**src/rtl/glyph_plotter.sv**
```systemverilog
// Serialises one latched 8x16 glyph into per-pixel framebuffer writes in raster order,
// with downstream back-pressure and an optional transparent background.
module glyph_plotter #(
    parameter int X_BITS      = 9,
    parameter int Y_BITS      = 8,
    parameter int COLOUR_BITS = 3,
    parameter int TRANSPARENT = 0
) (
    input  logic                   clock,
    input  logic                   reset,
    input  logic                   start,
    input  logic [127:0]           glyph_pixels,
    input  logic [X_BITS-1:0]      origin_x,
    input  logic [Y_BITS-1:0]      origin_y,
    input  logic [COLOUR_BITS-1:0] fg_colour,
    input  logic [COLOUR_BITS-1:0] bg_colour,
    input  logic                   plot_ready,
    output logic [X_BITS-1:0]      x,
    output logic [Y_BITS-1:0]      y,
    output logic [COLOUR_BITS-1:0] colour,
    output logic                   plot,
    output logic                   busy,
    output logic                   done
);

    typedef enum logic [1:0] {
        IDLE = 2'd0,
        DRAW = 2'd1,
        DONE = 2'd2
    } state_t;

    state_t                 state;
    logic [6:0]             idx;

    logic [127:0]           glyph_q;
    logic [X_BITS-1:0]      ox_q;
    logic [Y_BITS-1:0]      oy_q;
    logic [COLOUR_BITS-1:0] fg_q;
    logic [COLOUR_BITS-1:0] bg_q;

    logic [127:0]           src_glyph;
    logic [X_BITS-1:0]      src_ox;
    logic [Y_BITS-1:0]      src_oy;
    logic [COLOUR_BITS-1:0] src_fg;
    logic [COLOUR_BITS-1:0] src_bg;
    logic [6:0]             src_idx;
    logic                   src_bit;
    logic [X_BITS-1:0]      next_x;
    logic [Y_BITS-1:0]      next_y;
    logic [COLOUR_BITS-1:0] next_colour;
    logic                   next_plot;
    logic                   advance;

    function automatic logic glyph_bit(input logic [127:0] g, input logic [6:0] i);
        return g[7'd127 - i];
    endfunction

    function automatic logic [X_BITS-1:0] wrap_x(input logic [X_BITS-1:0] o, input logic [2:0] c);
        return o + X_BITS'(c);
    endfunction

    function automatic logic [Y_BITS-1:0] wrap_y(input logic [Y_BITS-1:0] o, input logic [3:0] r);
        return o + Y_BITS'(r);
    endfunction

    // The pixel to present next: pixel 0 straight from the inputs on an accepted start,
    // otherwise the following pixel of the latched glyph. Outputs are always registered.
    always_comb begin
        if (state == IDLE) begin
            src_glyph = glyph_pixels;
            src_ox    = origin_x;
            src_oy    = origin_y;
            src_fg    = fg_colour;
            src_bg    = bg_colour;
            src_idx   = 7'd0;
        end else begin
            src_glyph = glyph_q;
            src_ox    = ox_q;
            src_oy    = oy_q;
            src_fg    = fg_q;
            src_bg    = bg_q;
            src_idx   = idx + 7'd1;
        end
        src_bit     = glyph_bit(src_glyph, src_idx);
        next_x      = wrap_x(src_ox, src_idx[2:0]);
        next_y      = wrap_y(src_oy, src_idx[6:3]);
        next_colour = src_bit ? src_fg : src_bg;
        next_plot   = src_bit || (TRANSPARENT == 0);
        advance     = (state == DRAW) && (plot_ready || !plot);
    end

    always_ff @(posedge clock) begin
        if (state == IDLE && start) begin
            glyph_q <= glyph_pixels;
            ox_q    <= origin_x;
            oy_q    <= origin_y;
            fg_q    <= fg_colour;
            bg_q    <= bg_colour;
        end
    end

    always_ff @(posedge clock or posedge reset) begin
        if (reset) begin
            state  <= IDLE;
            idx    <= 7'd0;
            plot   <= 1'b0;
            busy   <= 1'b0;
            done   <= 1'b0;
            x      <= '0;
            y      <= '0;
            colour <= '0;
        end else begin
            case (state)
                IDLE: begin
                    done <= 1'b0;
                    plot <= 1'b0;
                    busy <= 1'b0;
                    if (start) begin
                        state  <= DRAW;
                        idx    <= 7'd0;
                        busy   <= 1'b1;
                        plot   <= next_plot;
                        x      <= next_x;
                        y      <= next_y;
                        colour <= next_colour;
                    end
                end
                DRAW: begin
                    if (advance) begin
                        if (idx == 7'd127) begin
                            state <= DONE;
                            plot  <= 1'b0;
                            busy  <= 1'b0;
                            done  <= 1'b1;
                        end else begin
                            idx    <= idx + 7'd1;
                            plot   <= next_plot;
                            x      <= next_x;
                            y      <= next_y;
                            colour <= next_colour;
                        end
                    end
                end
                DONE: begin
                    done  <= 1'b0;
                    state <= IDLE;
                end
                default: begin
                    state <= IDLE;
                    plot  <= 1'b0;
                    busy  <= 1'b0;
                    done  <= 1'b0;
                end
            endcase
        end
    end

endmodule

```
**config.mk**
```make
export PLATFORM = sky130hd
export DESIGN_NAME = glyph_plotter
export DESIGN_NICKNAME = d
export VERILOG_FILES = /design/src/rtl/glyph_plotter.sv
export SDC_FILE = /design/constraint.sdc
export NUM_CORES = 1
export LEC_CHECK = 0
export ABC_AREA = 0
export CELL_PAD_IN_SITES_DETAIL_PLACEMENT = 0
export CELL_PAD_IN_SITES_GLOBAL_PLACEMENT = 1
export CORE_AREA = 2 2 141 143
export DETAILED_ROUTE_END_ITERATION = 8
export DIE_AREA = 0 0 143 145
export GPL_ROUTABILITY_DRIVEN = 0
export PLACE_DENSITY_LB_ADDON = 0.2
export REMOVE_ABC_BUFFERS = 1
export SYNTH_ARGS = -nofsm -noshare
export SYNTH_HDL_FRONTEND = slang
export SYNTH_SLANG_ARGS = --single-unit
```
**constraint.sdc**
```tcl
create_clock -name clock -period 12 [get_ports clock]
set_input_delay 1.2 -clock clock [delete_from_list [all_inputs] [get_ports clock]]
set_output_delay 1.2 -clock clock [all_outputs]
set_load 0.03 [all_outputs]
```
==> results.cfg <==
[run_status]
outcome = finished clean

[die]
start_util = 0.416
pin_count = 178
fp.dieW_um = 143
die_y_um = 145
dieArea_um2 = 20700
coreArea_um2 = 19200
row_count = 51

[worst_setup_path]
path_cells = clkdlybuf4s50_1 > nand2b_1 > nand2_1 > a21oi_1 > o21bai_4 > buf_4 > nor2_4 > buf_4
cp_slowest_cell = buf_4
rr_startpoint = idx[1]
worstReg2RegEnd = glyph_q[12]
cp_num_buf_inv = 3
cp_slowest_stage_delay_ps = 860
rr_worst_depth = 8
cp-start-kind = input pin
crit_fanout = 76
cpMostUsedCell = buf_4
endpoint_kind = flip-flop
crit_family = buffers and inverters
criticalPathCategory = input pin to flip-flop
required_ps = 12050
r2r_slack_ps = 8300
cp.arrival_ps = 4180

[clock_network]
hold_buffers = 0
htreeDepth = 4
cts_sinks = 183
post-cts-setup-buffers = 0
tritoncts = built
clkLatencyLatePin_ps = 420
cts_root_buf = clkbuf_16
clk_path_buf_depth = 2
path_clk_slew_ps = 60
numCtsBuffers = 17
ctsResizeCount = 0

[grt]
antenna_found_initial = 0
grt_pass1_vias = 5052
grt_first_pass_wirelength_mm = 27.0
grt_usage = 0.171
grt-ovfl-total = 0
grt_start_max_net_pins = 77

[routing]
vias_per_cell = 4.95
wl_met1_mm = 7.69
wl_per_cell_um = 17.7
vias = 4757
wl_met2_mm = 8.23
drt_iter0_drc = 308
top_layer = met4
firstDrtPassIters = 4
totalWireLength_mm = 17.0
dr_wl_met3_um = 919
drc = 0
ant_nets = 0

[worst_hold_path]
holdPathStages = 2
hold_start = x[6]
hold-path-endpoint = x[6]
hp-class = flip-flop to flip-flop

[sta]
grt_setup_unrepaired = no
fin_worst_skew_ps = 11.8
finalSetupViolations = 0
final.setup.tns_ps = 0
slew_viol_final = 0
worstMarginPinSlew_ps = 1030
fin_crit_sh = 0.345
slew_headroom = 0.309
period_needed_ps = 4130
fmax_mhz = 242
timing.final.ws_setup_ps = 7870
hold_viol_final = 0

[layout]
final_cells = 961
syn_to_final_growth_pct = 32.0
drive_above_1_share = 0.115
diodes = 0
nNetsFinal = 849

[synth]
synth_warnings = 0
ys_seq_area_frac = 0.667
synth_seq_cells = 183
synthArstFlopShare = 0.175
synth-edff-count = 151
avgSynthCellArea_um2 = 15.9
syn_inst = 502
yosysTopAreaCell = edfxtp_1
ys_top_cells_by_area = edfxtp_1, dfrtp_1, mux4_2
synth_most_common_cell = edfxtp_1
synth_top_cell_area_share = 0.567
ys.flop_type = edfxtp_1
synthTopCellsByCount = edfxtp_1, nand2_1, o21ai_0
syn_area_um2 = 7990
yosysUniqueCellTypes = 54

[placement]
hpwl_mm = 12.2
port_buffers = 177
numPlacedInstances = 930
pre_cts_ws_ps = 7380

[pwr]
power.leakage_nw = 3.80
pwr_density_cell_nw_per_um2 = 201
vdd_drop_max_mv = 0.122

[flow_run]
maxCapViolCount = 0
-- worst min-delay path: cells and delay by family (launching register included) --
family	cells	cell delay (ps)
AND/OR/NAND/NOR	1	40
AO/OA/AOI/OAI	1	60
flip-flops	1	340
-- power breakdown --
group	leakage, nW	switching, W	internal (W)
clock network	0.252	0.000239	0.000266
registers	1.76	0.0000362	0.000754
logic	1.79	0.000424	0.000406
total	3.80	0.000699	0.00143
-- layout make-up --
class	count	area (µm²)
inverters	14	52.6
well taps	265	332
fillers	1544	8650
repair buffers	185	1830
clock buffers	18	429
clock inverters	13	98.8
flip-flops and latches	183	5340
multi-input cells	283	2480
-- state kept, by name (all words and copies together) (netlist names), 2 cells and up --
| signal | flops |
|---|---|
| glyph_q | 128 |
| ox_q | 9 |
| x | 9 |
| oy_q | 8 |
| y | 8 |
| idx | 7 |
| bg_q | 3 |
| colour | 3 |
| fg_q | 3 |
| state | 2 |
-- metrics by stage --
stage | utilization | hold slack (ps) | power, W | instance area (µm²)
after global routing | 0.550 | 521 | 0.00225 | 10600
after CTS | 0.550 | 488 | 0.00216 | 10600
final | 0.550 | 481 | 0.00213 | 10600
after detailed placement | 0.522 | 473 | 0.00165 | 10000
after floorplan | - | 468 | 0.00138 | 7840
after global placement | 0.522 | 462 | 0.00163 | 10000
-- per-layer routing --
metal / up-vias / track usage
li1: 2277 / -
met1: 2326 / 0.232
met2: 142 / 0.278
met3: 12 / 0.0389
met4: 0 / 0.0480
met5: - / 0
-- cell families after synthesis --
kind of cell	count (synthesis)	share of synthesized area
AO/OA/AOI/OAI	71	0.0570
XOR/XNOR	20	0.0247
adder cells (fa/ha/maj)	10	0.0175
buffers and inverters	36	0.0258
flip-flops	183	0.667
multiplexers	68	0.142
AND/OR/NAND/NOR	114	0.0653
-- how the worst max path moves through the flow --
stage | endpoint | start | slack (ps) | cells past startpoint
global placement | glyph_q[60] | plot_ready | 7540 | 8
detailed placement | glyph_q[62] | plot_ready | 7380 | 8
finish | glyph_q[12] | plot_ready | 7870 | 8
CTS | glyph_q[12] | plot_ready | 7820 | 8
floorplan | colour[0] | idx[0] | 2490 | 8
global route | glyph_q[10] | plot_ready | 7580 | 8
-- layout by cell type (no fill, tap or decap), drive strengths merged, types with 2 or more instances in the layout --
| cell | instances |
|---|---|
| o22ai | 2 |
| a21boi | 4 |
| nor2 | 18 |
| a21o | 2 |
| a211oi | 2 |
| clkinv | 7 |
| mux2 | 6 |
| inv | 18 |
| a21oi | 15 |
| nand3b | 2 |
| mux4 | 32 |
| clkdlybuf4s50 | 177 |
| nand2 | 57 |
| dfrtp | 32 |
| clkinvlp | 2 |
| nand2b | 5 |
| o21ai | 34 |
| clkbuf | 18 |
| nor3 | 2 |
| and3 | 2 |
| nand3 | 16 |
| xnor2 | 6 |
| or2 | 4 |
| xor2 | 14 |
| a31oi | 3 |
| edfxtp | 151 |
| nor2b | 2 |
| mux2i | 30 |
| fa | 2 |
| ha | 8 |
| buf | 8 |
| and2b | 3 |
No activity file was read; power rests on OpenSTA's default activity.
